===== config.mk =====
export PLATFORM = sky130hd
export DESIGN_NAME = sd_cmd_crc_seq_flat
export DESIGN_NICKNAME = d
export VERILOG_FILES = /design/src/rtl/sd_cmd_crc_seq_if.sv /design/src/rtl/sd_cmd_crc_seq.sv /design/src/flat_wrapper.sv
export SDC_FILE = /design/constraint.sdc
export NUM_CORES = 1
export LEC_CHECK = 0
export BUFFER_PORTS_ARGS = -buffer_cell sky130_fd_sc_hd__buf_2
export CORE_MARGIN = 1
export CORE_UTILIZATION = 45
export DETAILED_ROUTE_END_ITERATION = 7
export PLACE_DENSITY = 0.66
export SYNTH_ARGS = -nofsm -noshare
export SYNTH_HDL_FRONTEND = slang
export SYNTH_SLANG_ARGS = --single-unit

===== constraint.sdc =====
create_clock -name CLK -period 2.24 [get_ports CLK]
set_clock_uncertainty 0.05 [all_clocks]
set_input_delay 0.112 -clock CLK [delete_from_list [all_inputs] [get_ports CLK]]
set_output_delay 0.112 -clock CLK [all_outputs]
set_load 0.03 [all_outputs]

===== src/rtl/sd_cmd_crc_seq_if.sv =====
// Command-side handshake plus sd_crc_7 control/return lines for sd_cmd_crc_seq.
// ABORT/ABORTED exist only when SD_CMD_ABORT_EN is defined.
interface sd_cmd_crc_seq_if;
  logic        START;
  logic [5:0]  CMD_IDX;
  logic [31:0] CMD_ARG;
  logic        READY;
  logic        DONE;
  logic        CMD_OUT;
  logic        CMD_OE;
  logic        CRC_RST;
  logic        CRC_EN;
  logic        CRC_BITVAL;
  logic [6:0]  CRC_IN;
`ifdef SD_CMD_ABORT_EN
  logic        ABORT;
  logic        ABORTED;

  modport master (
    output START, CMD_IDX, CMD_ARG, CRC_IN, ABORT,
    input  READY, DONE, CMD_OUT, CMD_OE, CRC_RST, CRC_EN, CRC_BITVAL, ABORTED
  );
  modport slave (
    input  START, CMD_IDX, CMD_ARG, CRC_IN, ABORT,
    output READY, DONE, CMD_OUT, CMD_OE, CRC_RST, CRC_EN, CRC_BITVAL, ABORTED
  );
`else
  modport master (
    output START, CMD_IDX, CMD_ARG, CRC_IN,
    input  READY, DONE, CMD_OUT, CMD_OE, CRC_RST, CRC_EN, CRC_BITVAL
  );
  modport slave (
    input  START, CMD_IDX, CMD_ARG, CRC_IN,
    output READY, DONE, CMD_OUT, CMD_OE, CRC_RST, CRC_EN, CRC_BITVAL
  );
`endif
endinterface


===== src/rtl/sd_cmd_crc_seq.sv =====
// SD CMD token sequencer driving an external sd_crc_7: 48-bit token, first bit 2 cycles after START,
// READY low for 1+48+GAP_CYCLES cycles; START ignored while busy. Optional SD_CMD_ABORT_EN adds ABORT/ABORTED.
module sd_cmd_crc_seq #(
  parameter int GAP_CYCLES = 8
) (
  input logic             CLK,
  input logic             RST,
  sd_cmd_crc_seq_if.slave bus
);
  localparam logic [7:0] GAP_LAST = (GAP_CYCLES < 1) ? 8'd1 : 8'(GAP_CYCLES);

  typedef enum logic [2:0] {IDLE, CLEAR, SHIFT, CRCS, ENDS, GAP} state_t;

  state_t      state;
  logic [39:0] frame;
  logic [5:0]  cnt;
  logic [4:0]  crc_sr;
  logic [7:0]  gap_cnt;
  logic        ready_q, done_q, out_q, oe_q, crc_rst_q, crc_en_q, bitval_q, crc_first_q;

  assign bus.READY      = ready_q;
  assign bus.DONE       = done_q;
  assign bus.CMD_OE     = oe_q;
  assign bus.CRC_RST    = crc_rst_q;
  assign bus.CRC_EN     = crc_en_q;
  assign bus.CRC_BITVAL = bitval_q;
  // The CRC unit only settles on the edge that starts the CRC phase, so its MSB goes out combinationally.
  assign bus.CMD_OUT    = crc_first_q ? bus.CRC_IN[6] : out_q;

`ifdef SD_CMD_ABORT_EN
  logic aborted_q;
  assign bus.ABORTED = aborted_q;
`endif

  always_ff @(posedge CLK or negedge RST) begin
    if (!RST) begin
      state       <= IDLE;
      frame       <= '0;
      cnt         <= '0;
      crc_sr      <= '0;
      gap_cnt     <= '0;
      ready_q     <= 1'b1;
      done_q      <= 1'b0;
      out_q       <= 1'b1;
      oe_q        <= 1'b0;
      crc_rst_q   <= 1'b0;
      crc_en_q    <= 1'b0;
      bitval_q    <= 1'b0;
      crc_first_q <= 1'b0;
`ifdef SD_CMD_ABORT_EN
      aborted_q   <= 1'b0;
`endif
    end else begin
      done_q    <= 1'b0;
      crc_rst_q <= 1'b0;
`ifdef SD_CMD_ABORT_EN
      aborted_q <= 1'b0;
      if (bus.ABORT && (state == CLEAR || state == SHIFT || state == CRCS)) begin
        state       <= GAP;
        gap_cnt     <= 8'd1;
        oe_q        <= 1'b0;
        out_q       <= 1'b1;
        crc_en_q    <= 1'b0;
        bitval_q    <= 1'b0;
        crc_first_q <= 1'b0;
        aborted_q   <= 1'b1;
      end else
`endif
      case (state)
        IDLE: if (bus.START) begin
          frame     <= {2'b01, bus.CMD_IDX, bus.CMD_ARG};
          state     <= CLEAR;
          ready_q   <= 1'b0;
          crc_rst_q <= 1'b1;
        end
        CLEAR: begin
          state    <= SHIFT;
          cnt      <= '0;
          oe_q     <= 1'b1;
          crc_en_q <= 1'b1;
          out_q    <= frame[39];
          bitval_q <= frame[39];
          frame    <= {frame[38:0], 1'b0};
        end
        SHIFT: if (cnt == 6'd39) begin
          state       <= CRCS;
          cnt         <= '0;
          crc_en_q    <= 1'b0;
          bitval_q    <= 1'b0;
          crc_first_q <= 1'b1;
        end else begin
          cnt      <= cnt + 6'd1;
          out_q    <= frame[39];
          bitval_q <= frame[39];
          frame    <= {frame[38:0], 1'b0};
        end
        CRCS: begin
          // CRC bit 5 moves straight into out_q; crc_sr holds bits 4..0.
          if (crc_first_q) begin
            crc_first_q <= 1'b0;
            out_q       <= bus.CRC_IN[5];
            crc_sr      <= bus.CRC_IN[4:0];
          end else begin
            out_q  <= crc_sr[4];
            crc_sr <= {crc_sr[3:0], 1'b0};
          end
          if (cnt == 6'd6) begin
            state <= ENDS;
            out_q <= 1'b1;
          end else begin
            cnt <= cnt + 6'd1;
          end
        end
        ENDS: begin
          state   <= GAP;
          oe_q    <= 1'b0;
          out_q   <= 1'b1;
          done_q  <= 1'b1;
          gap_cnt <= 8'd1;
        end
        GAP: if (gap_cnt >= GAP_LAST) begin
          state   <= IDLE;
          ready_q <= 1'b1;
          gap_cnt <= '0;
        end else begin
          gap_cnt <= gap_cnt + 8'd1;
        end
        default: state <= IDLE;
      endcase
    end
  end
endmodule


===== src/flat_wrapper.sv =====
// flat-port wrapper written by rule: the top's interface ports become plain ports
module sd_cmd_crc_seq_flat 
#(
  parameter int GAP_CYCLES = 8
)
  (CLK, RST, bus_START, bus_CMD_IDX, bus_CMD_ARG, bus_CRC_IN, bus_READY, bus_DONE, bus_CMD_OUT, bus_CMD_OE, bus_CRC_RST, bus_CRC_EN, bus_CRC_BITVAL);
  sd_cmd_crc_seq_if bus_i ();
  input logic CLK;
  input logic RST;
  input wire logic [$bits(bus_i.START)-1:0] bus_START;
  input wire logic [$bits(bus_i.CMD_IDX)-1:0] bus_CMD_IDX;
  input wire logic [$bits(bus_i.CMD_ARG)-1:0] bus_CMD_ARG;
  input wire logic [$bits(bus_i.CRC_IN)-1:0] bus_CRC_IN;
  output wire logic [$bits(bus_i.READY)-1:0] bus_READY;
  output wire logic [$bits(bus_i.DONE)-1:0] bus_DONE;
  output wire logic [$bits(bus_i.CMD_OUT)-1:0] bus_CMD_OUT;
  output wire logic [$bits(bus_i.CMD_OE)-1:0] bus_CMD_OE;
  output wire logic [$bits(bus_i.CRC_RST)-1:0] bus_CRC_RST;
  output wire logic [$bits(bus_i.CRC_EN)-1:0] bus_CRC_EN;
  output wire logic [$bits(bus_i.CRC_BITVAL)-1:0] bus_CRC_BITVAL;
  assign bus_i.START = bus_START;
  assign bus_i.CMD_IDX = bus_CMD_IDX;
  assign bus_i.CMD_ARG = bus_CMD_ARG;
  assign bus_i.CRC_IN = bus_CRC_IN;
  assign bus_READY = bus_i.READY;
  assign bus_DONE = bus_i.DONE;
  assign bus_CMD_OUT = bus_i.CMD_OUT;
  assign bus_CMD_OE = bus_i.CMD_OE;
  assign bus_CRC_RST = bus_i.CRC_RST;
  assign bus_CRC_EN = bus_i.CRC_EN;
  assign bus_CRC_BITVAL = bus_i.CRC_BITVAL;
  sd_cmd_crc_seq #(.GAP_CYCLES(GAP_CYCLES)) u_core (.CLK(CLK), .RST(RST), .bus(bus_i));
endmodule

# After elaboration in Yosys (flattened, before gate mapping)

Index checks and enable logic that the tools add are counted.

Reductions and logical operators: 16
Add/sub/neg operators: 2
Eq/ne operators: 13
Order comparisons: 1
Multiplexer cells: 32

Operator list:

| operator              | number |
|---|---|
| $pmux W40 S3          | 1 |
| $mux W40              | 2 |
| $pmux W3 S6           | 1 |
| $pmux W6 S3           | 1 |
| $pmux W8 S2           | 1 |
| $mux W1               | 12 |
| $mux W3               | 4 |
| $mux W6               | 2 |
| $pmux W1 S2           | 5 |
| $reduce_bool A2 Y1    | 5 |
| $add A8 B1 Y8 const B | 1 |
| $ge A8 B4 Y1 const B  | 1 |
| $mux W8               | 1 |
| $reduce_and A2 Y1     | 4 |
| $add A6 B1 Y6 const B | 1 |
| $eq A3 B2 Y1 const B  | 2 |
| $eq A3 B3 Y1 const B  | 2 |
| $eq A6 B3 Y1 const B  | 1 |
| $eq A6 B6 Y1 const B  | 1 |
| $ne A2 B1 Y1 const B  | 3 |
| $ne A2 B2 Y1 const B  | 3 |
| $reduce_and A3 Y1     | 2 |
| $reduce_bool A3 Y1    | 2 |
| $mux W5               | 1 |
| 5 further kinds       | 5 |

Flip-flop bits (word level): 70
Word-level logic and storage cells: 77
Input port bits: 48
Output and inout bits: 7

# Depth between registers and ports, before layout

Gate-level depths: netlist of the first run.

Depth in word-level cells: 3
Depth in mapped cells: 6
Depth with buffers taken out: 6

# Worst setup path before layout of the first run

Ideal clock, no wire load.

Path type: reg-to-reg
From: register u_core.state[1]
To: register u_core.frame[36]
Arrival time: 1.632 ns
Stages on the path, launching flop included: 7
Slack: 0.433 ns
Path buffers: 2
Clock period less this slack: 1.807 ns
Setup time: 0.125 ns
Data required time: 2.065 ns
Cell sequence: dfrtp_1 -> buf_2 -> o21ba_2 -> nand2_1 -> buf_2 -> mux2_2 -> mux2_2

Word-level cells in the longest chain between the ends: 3
Elaborated cells on any way between the ends: 8
Classes of those cells: 4 x eq/ne; 1 x mux; 3 x reduce/logical

Ends and longest elaborated chain:

| what                                                                | RTL line             | text |
|---|---|---|
| start: declaration                                                  | sd_cmd_crc_seq.sv:14 | `state_t state;` |
| start signal: assignment                                            | sd_cmd_crc_seq.sv:37 | `state <= IDLE;` |
| start signal: assignment                                            | sd_cmd_crc_seq.sv:72 | `state <= CLEAR;` |
| start signal: assignment                                            | sd_cmd_crc_seq.sv:77 | `state <= SHIFT;` |
| $eq A3 B2 Y1, or another cell as far along                          | sd_cmd_crc_seq.sv:69 | `case (state)` |
| $ne A2 B2 Y1 (no line) / $reduce_bool A3 Y1 (equally long branches) | --                   |  |
| $reduce_and A3 Y1 (no line)                                         | --                   |  |
| end signal: assignment                                              | sd_cmd_crc_seq.sv:71 | `frame <= {2'b01, bus.CMD_IDX, bus.CMD_ARG};` |
| end signal: assignment                                              | sd_cmd_crc_seq.sv:83 | `frame <= {frame[38:0], 1'b0};` |
| end signal: assignment                                              | sd_cmd_crc_seq.sv:95 | `frame <= {frame[38:0], 1'b0};` |
| end: declaration                                                    | sd_cmd_crc_seq.sv:15 | `logic [39:0] frame;` |

Parallel ways exist; a longest one is shown, timed or not.
A chain may end at the register's enable or synchronous reset.

# Final worst setup path of the first run

From: register u_core.gap_cnt[3]
To: register u_core.state[0]

Word-level cells in the longest chain between the ends: 3

Ends and longest elaborated chain:

| what                        | RTL line              | text |
|---|---|---|
| start: declaration          | sd_cmd_crc_seq.sv:18  | `logic [7:0] gap_cnt;` |
| start signal: assignment    | sd_cmd_crc_seq.sv:126 | `gap_cnt <= gap_cnt + 8'd1;` |
| $ge A8 B4 Y1                | sd_cmd_crc_seq.sv:121 | `GAP: if (gap_cnt >= GAP_LAST) begin` |
| $ne A2 B1 Y1 (no line)      | --                    |  |
| $reduce_and A4 Y1 (no line) | --                    |  |
| end signal: assignment      | sd_cmd_crc_seq.sv:115 | `state <= GAP;` |
| end signal: assignment      | sd_cmd_crc_seq.sv:122 | `state <= IDLE;` |
| end signal: assignment      | sd_cmd_crc_seq.sv:128 | `default: state <= IDLE;` |

Every way passes these cells.

==> impl_metrics.csv, run 1 <==
group,metric,value,unit
worst_hold_path,whs_endpoint,"u_core.crc_sr[2]$_DFFE_PN0N_",
die,die_y,90.7,um
grt,grt_pass1_vias,2448,
logic_synthesis,synth_nets,349,
drt,ant_nets,0,
clock_network,clock_latency,0.34,ns
pwr,seq_power_share,0.346,
clock_network,clock_path_buffers,2,
logic_synthesis,async_reset_ff_frac,1.00,
drt,dr.first_iter.drc_count,219,
cells_and_area,seqCellArea,1750,sq um
critical_path,crit_arrival,2.10,ns
placement,gp_congestion,0.847,
pwr,peakVddDrop,0.794,mV
drt,viasPerCell,5.29,
logic_synthesis,syn_inst,297,
grt,grtUsageTotal,0.171,
cells_and_area,nets,412,
logic_synthesis,synth_top_area_frac,0.480,
logic_synthesis,synth_seq_area_share,0.495,
timing,maxSlewViolCount,0,
worst_hold_path,hp-start,"bus_CRC_IN[2]",
timing,final.period_utilization,0.869,
timing,min_period,1.95,ns
clock_network,clk_pin_slew,0.07,ns
logic_synthesis,synth-edff-count,0,
clock_network,post-cts-setup-buffer-count,0,
grt,grt_pass1_wl,11.1,mm
pwr,clockPowerShare,0.171,
logic_synthesis,yosys_warnings,0,
cells_and_area,multi_input_area,1660,sq um
drt,drc,0,
cells_and_area,diodes,0,
critical_path,worstRegToRegCells,4,
critical_path,ff2ff_setup_slack,0.29,ns
clock_network,cts_tree,"yes",
drt,first_pass_iters,4,
die,ios,55,
critical_path,r2r-start,"u_core.gap_cnt[3]$_DFFE_PN0P_",
logic_synthesis,yosysMostFrequentCell,"mux2_2",
critical_path,cp_max_fo,4,
critical_path,worstReg2RegEnd,"u_core.state[0]$_DFFE_PN0P_",
grt,grt_max_degree,44,
die,die_x,90.7,um
critical_path,end_kind,"flip-flop",
worst_hold_path,min_path_cells,3,
critical_path,criticalPathCategory,"reg2reg",
die,die-area,8230,sq um
die,core_area,7450,sq um
grt,overflow,0,
drt,routed_wirelength,6.70,mm
pwr,power_density,1460,nW/um^2
timing,setup_viol,0,
drt,via_count,2454,
cells_and_area,drive_above_1_share,0.455,
job,cap_violations,0,
grt,grt_antenna_before_repair,0,
timing,rsz0062_at_grt,"false",
logic_synthesis,synth.area.top_cells,"dfrtp_1, mux2_2, mux2i_1",
clock_network,cts_sinks,70,
clock_network,cts_repair_resize_count,0,
pwr,power.internal,4030,uW
logic_synthesis,synth_area_per_cell,11.9,sq um
pwr,swShare,0.342,
timing,fmax,514,MHz
drt,wl_per_cell,14.4,um
cells_and_area,fillers,656,
logic_synthesis,yosys-top-cells-count,"mux2_2, dfrtp_1, nor2_1",
clock_network,numCtsBuffers,9,
clock_network,h-tree-depth,3,
pwr,power.total,6120,uW
timing,tns,0,ns
pwr,pwr-share-comb,0.483,
critical_path,crit_required,2.39,ns
logic_synthesis,yosys.area.top_type,"dfrtp_1",
timing,final-hold-violation-count,0,
timing,tightest_slew,0.516,ns
critical_path,start_kind,"flip-flop",
placement,io_buffers,54,
placement,dp_hpwl,4.70,mm
cells_and_area,area_delta_synth_final,18.3,%
clock_network,clockRootBuffer,"clkbuf_8",
pwr,p_sw,2090,uW
logic_synthesis,ys_seq_elements,70,
outcome,outcome,"complete, no violations",
timing,relSlewSlack,0.647,
logic_synthesis,ys.flop_type,"dfrtp_1",
worst_hold_path,hold_class,"in2reg",
pwr,p_leak,0.00190,uW
die,initial_core_util,0.476,
logic_synthesis,synth_area,3540,sq um
logic_synthesis,synth_cell_types,50,
die,fp-row-count,31,
==> layout by cell type, fill, tap and decap left out, types with 4 or more instances in the layout <==
| cell | synthesis | layout |
|---|---|---|
| a21oi_1 | 8 | 8 |
| buf_2 | 5 | 54 |
| buf_4 | 0 | 9 |
| clkbuf_8 | 0 | 10 |
| dfrtp_1 | 68 | 68 |
| ha_1 | 4 | 4 |
| inv_1 | 10 | 10 |
| mux2_2 | 73 | 73 |
| mux2i_1 | 9 | 9 |
| nand2_1 | 18 | 17 |
| nand3_1 | 6 | 6 |
| nor2_1 | 19 | 19 |
| nor2b_1 | 4 | 4 |
| o21ai_0 | 9 | 9 |
==> power groups by stage <==
stage	Clock [uW]	Combinational, uW	Sequential [uW]
detailed placement	0	2970	2140
global placement	0	2880	2120
CTS	1070	2980	2120
global route	1120	3230	2190
finish	1040	2950	2120
floorplan	0	2420	2080
==> sequential cells by signal, summed over array words and instances (netlist names) <==
register / count
u_core.gap_cnt: 8
u_core.state: 3
u_core.out_q: 1
u_core.bus.READY: 1
u_core.bus.CRC_BITVAL: 1
u_core.cnt: 6
u_core.crc_first_q: 1
u_core.bus.DONE: 1
u_core.frame: 40
u_core.bus.CRC_EN: 1
u_core.bus.CRC_RST: 1
u_core.crc_sr: 5
u_core.bus.CMD_OE: 1
==> through the flow <==
step / util / worst slack (ns) / cells / cell area, sq um / hold slack (ns)
floorplan: - / 0.433 / 297 / 3540 / -0.234
global placement: 0.531 / 0.379 / 445 / 3950 / 0.0945
detailed placement: 0.531 / 0.292 / 445 / 3950 / 0.0969
CTS: 0.563 / 0.284 / 464 / 4190 / 0.00852
global route: 0.563 / 0.149 / 464 / 4190 / 0.0111
finish: 0.563 / 0.293 / 464 / 4190 / 0.0225
==> how the worst max path moves through the flow <==
| stage | startpoint | to | cells after the start |
|---|---|---|---|
| finish | u_core.gap_cnt[3]$_DFFE_PN0P_ | u_core.state[0]$_DFFE_PN0P_ | 4 |
| global route | u_core.gap_cnt[3]$_DFFE_PN0P_ | u_core.state[0]$_DFFE_PN0P_ | 4 |
| CTS | u_core.gap_cnt[3]$_DFFE_PN0P_ | u_core.state[0]$_DFFE_PN0P_ | 4 |
| detailed placement | u_core.gap_cnt[3]$_DFFE_PN0P_ | u_core.state[0]$_DFFE_PN0P_ | 4 |
| global placement | u_core.cnt[3]$_DFFE_PN0P_ | u_core.frame[6]$_DFFE_PN0P_ | 5 |
| floorplan | u_core.state[1]$_DFFE_PN0P_ | u_core.frame[36]$_DFFE_PN0P_ | 6 |
==> area by class of cell <==
class,count,area share
Tap cell,99,0.0296
Inverter,10,0.00896
Multi-Input combinational cell,201,0.396
Sequential cell,70,0.419
Timing Repair Buffer,68,0.0973
Clock buffer,10,0.0328
Clock inverter,6,0.0167
==> logic make-up after synthesis <==
group / count (synthesis) / synth area share
compound gates: 42 / 0.0833
xor+xnor: 2 / 0.00494
fa+ha+maj: 4 / 0.0141
buf+inv: 26 / 0.0378
flops: 70 / 0.495
mux: 83 / 0.262
simple gates: 70 / 0.103
==> layer usage <==
| layer | up-vias | GRT usage | wire length [um] |
|---|---|---|---|
| li1 | 1191 | - | - |
| met1 | 1197 | 0.221 | 3150 |
| met2 | 57 | 0.269 | 3160 |
| met3 | 9 | 0.0345 | 265 |
| met4 | 0 | 0.0927 | 119 |
| met5 | - | 0 | 0 |
==> critical path, cell delays in order, from the launching register on <==
cell	delay [ns]
dfrtp_1	0.39
or4_1	0.53
or2_4	0.27
o21a_1	0.17
a2111oi_1	0.40
==> repair_timing <==
| action | in CTS | in global routing |
|---|---|---|
| setup endpoints to repair | 0 | 0 |
| hold buffers | 3 | 0 |
| hold endpoints to repair | 70 | 0 |
No activity file was read; power rests on OpenSTA's default activity.
==> run 2, diff against run 1 <==
- CELL_PAD_IN_SITES_DETAIL_PLACEMENT: default -> 0
- CELL_PAD_IN_SITES_GLOBAL_PLACEMENT: default -> 1
- GPL_TIMING_DRIVEN: default -> 0
- PLACE_DENSITY: 0.66 -> default
- PLACE_DENSITY_LB_ADDON: default -> 0.1
==> impl_metrics.csv, run 2 (synthesis results as in run 1) <==
group,metric,value,unit
drt,dr_wl_met2,2.95,mm
cells_and_area,area_delta_synth_final,19.1,%
drt,dr.first_iter.drc_count,66,
die,die-area,8230,sq um
clock_network,clk_pin_slew,0.08,ns
worst_hold_path,hp-start,"bus_CRC_IN[1]",
drt,drt-met1-wl,3.24,mm
drt,first_pass_iters,4,
critical_path,startpoint,"u_core.state[1]$_DFFE_PN0P_",
critical_path,timing.critical_path.buf_inv,2,
drt,highest_layer,"met4",
die,initial_core_util,0.476,
cells_and_area,reg_top3,"u_core.frame: 40 flops, u_core.gap_cnt: 8 flops, u_core.cnt: 6 flops",
clock_network,post-cts-setup-buffer-count,0,
critical_path,cp_max_fo,10,
outcome,outcome,"complete, no violations",
cells_and_area,regMostFlops,"u_core.frame",
cells_and_area,drive_above_1_share,0.437,
placement,dp_hpwl,4.56,mm
timing,setup_viol,0,
cells_and_area,diodes,0,
drt,wl_met3,272,um
clock_network,cts_repair_resize_count,0,
timing,rsz0062_at_grt,"false",
cells_and_area,postLayoutCoreUtil,0.567,
critical_path,crit_family,"multiplexers",
critical_path,cpPeakStageDelay,0.37,ns
critical_path,r2r-start,"u_core.state[1]$_DFFE_PN0P_",
job,cap_violations,0,
critical_path,criticalPathCategory,"reg2reg",
pwr,power_density,1460,nW/um^2
pwr,p_leak,0.00191,uW
cells_and_area,seqCellArea,1750,sq um
timing,final.period_utilization,0.891,
placement,io_buffers,54,
drt,ant_nets,0,
placement,gp_congestion,0.821,
die,die_x,90.7,um
grt,grt_pass1_wl,11.6,mm
timing,tightest_slew,0.687,ns
grt,grtUsageTotal,0.178,
grt,overflow,0,
grt,grt_max_degree,71,
clock_network,clock_path_buffers,2,
drt,routed_wirelength,6.61,mm
critical_path,crit_required,2.42,ns
critical_path,end_kind,"flip-flop",
worst_hold_path,hold_class,"in2reg",
cells_and_area,layout_commonest_cell,"mux2_2",
timing,tns,0,ns
critical_path,start_kind,"flip-flop",
timing,holdWs,0.0205,ns
clock_network,numCtsBuffers,9,
pwr,power.total,6180,uW
timing,maxSlewViolCount,0,
drt,wl_per_cell,14.1,um
die,core_area,7450,sq um
clock_network,cts_sinks,70,
timing,final-hold-violation-count,0,
die,fp-row-count,31,
pwr,peakVddDrop,0.650,mV
critical_path,crit_path_cell_trace,"buf_2 -> o21ba_2 -> nand2_1 -> buf_2 -> mux2_2 -> mux2_2",
die,ios,55,
drt,via_count,2427,
drt,viasPerCell,5.16,
critical_path,cp_slowest_cell,"mux2_2",
cells_and_area,nets,418,
timing,min_period,2.00,ns
clock_network,h-tree-depth,3,
clock_network,cts_tree,"yes",
grt,grt_pass1_vias,2423,
clock_network,clock_latency,0.35,ns
timing,fmax,501,MHz
clock_network,clockRootBuffer,"clkbuf_8",
critical_path,crit_arrival,2.18,ns
die,die_y,90.7,um
cells_and_area,final_cell_mix,"mux2_2, dfrtp_1, buf_2",
cells_and_area,largest_reg_flops,40,
grt,grt_antenna_before_repair,0,
cells_and_area,multi_input_area,1660,sq um
timing,relSlewSlack,0.535,
cells_and_area,fillers,673,
drt,drc,0,
clock_network,holdBufCountCts,3,
[run 2: metal layers]
| layer | global-route usage | vias to the layer above |
|---|---|---|
| li1 | - | 1213 |
| met1 | 0.255 | 1146 |
| met2 | 0.254 | 56 |
| met3 | 0.0337 | 12 |
| met4 | 0.0968 | 0 |
| met5 | 0 | - |
[run 2: power breakdown]
group	switching (uW)	total [uW]	internal, uW
Clock	485	1140	660
Combinational	1300	2950	1650
Sequential	278	2090	1810
Total	2060	6180	4120
[run 2: area by class of cell]
class	instances	area share
Sequential cell	70	0.416
Multi-Input combinational cell	201	0.392
Timing Repair Buffer	58	0.0783
Clock buffer	11	0.0335
Tap cell	99	0.0294
Buffer	16	0.0228
Clock inverter	5	0.0193
Inverter	10	0.00889
[run 2: worst min-delay path, cell delays in order]
cell	delay [ns]
buf_2	0.08
mux2i_1	0.05
a21oi_1	0.13
[run 2: path summary, 6_finish.rpt]
kind                                            endpoint  slack, ns  cells after the start
max                         u_core.frame[36]$_DFFE_PN0P_       0.24                      6
min                         u_core.crc_sr[1]$_DFFE_PN0N_       0.02                      3
max reg2reg                 u_core.frame[36]$_DFFE_PN0P_       0.24                      6
min reg2reg                u_core.gap_cnt[7]$_DFFE_PN0P_       0.43                      1
max in group asynchronous   u_core.bus.READY$_DFFE_PN1P_       1.54                      3
min in group asynchronous   u_core.crc_sr[0]$_DFFE_PN0N_       0.25                      3
[run 2: per-stage QoR]
step           std cells  area (sq um)  setup WS (ns)
3_5_place_dp         451          3970          0.244
6_report             470          4220          0.243
3_3_place_gp         450          3940          0.242
4_1_cts              470          4220          0.224
5_1_grt              470          4220         0.0891
2_1_floorplan        297          3540          0.433
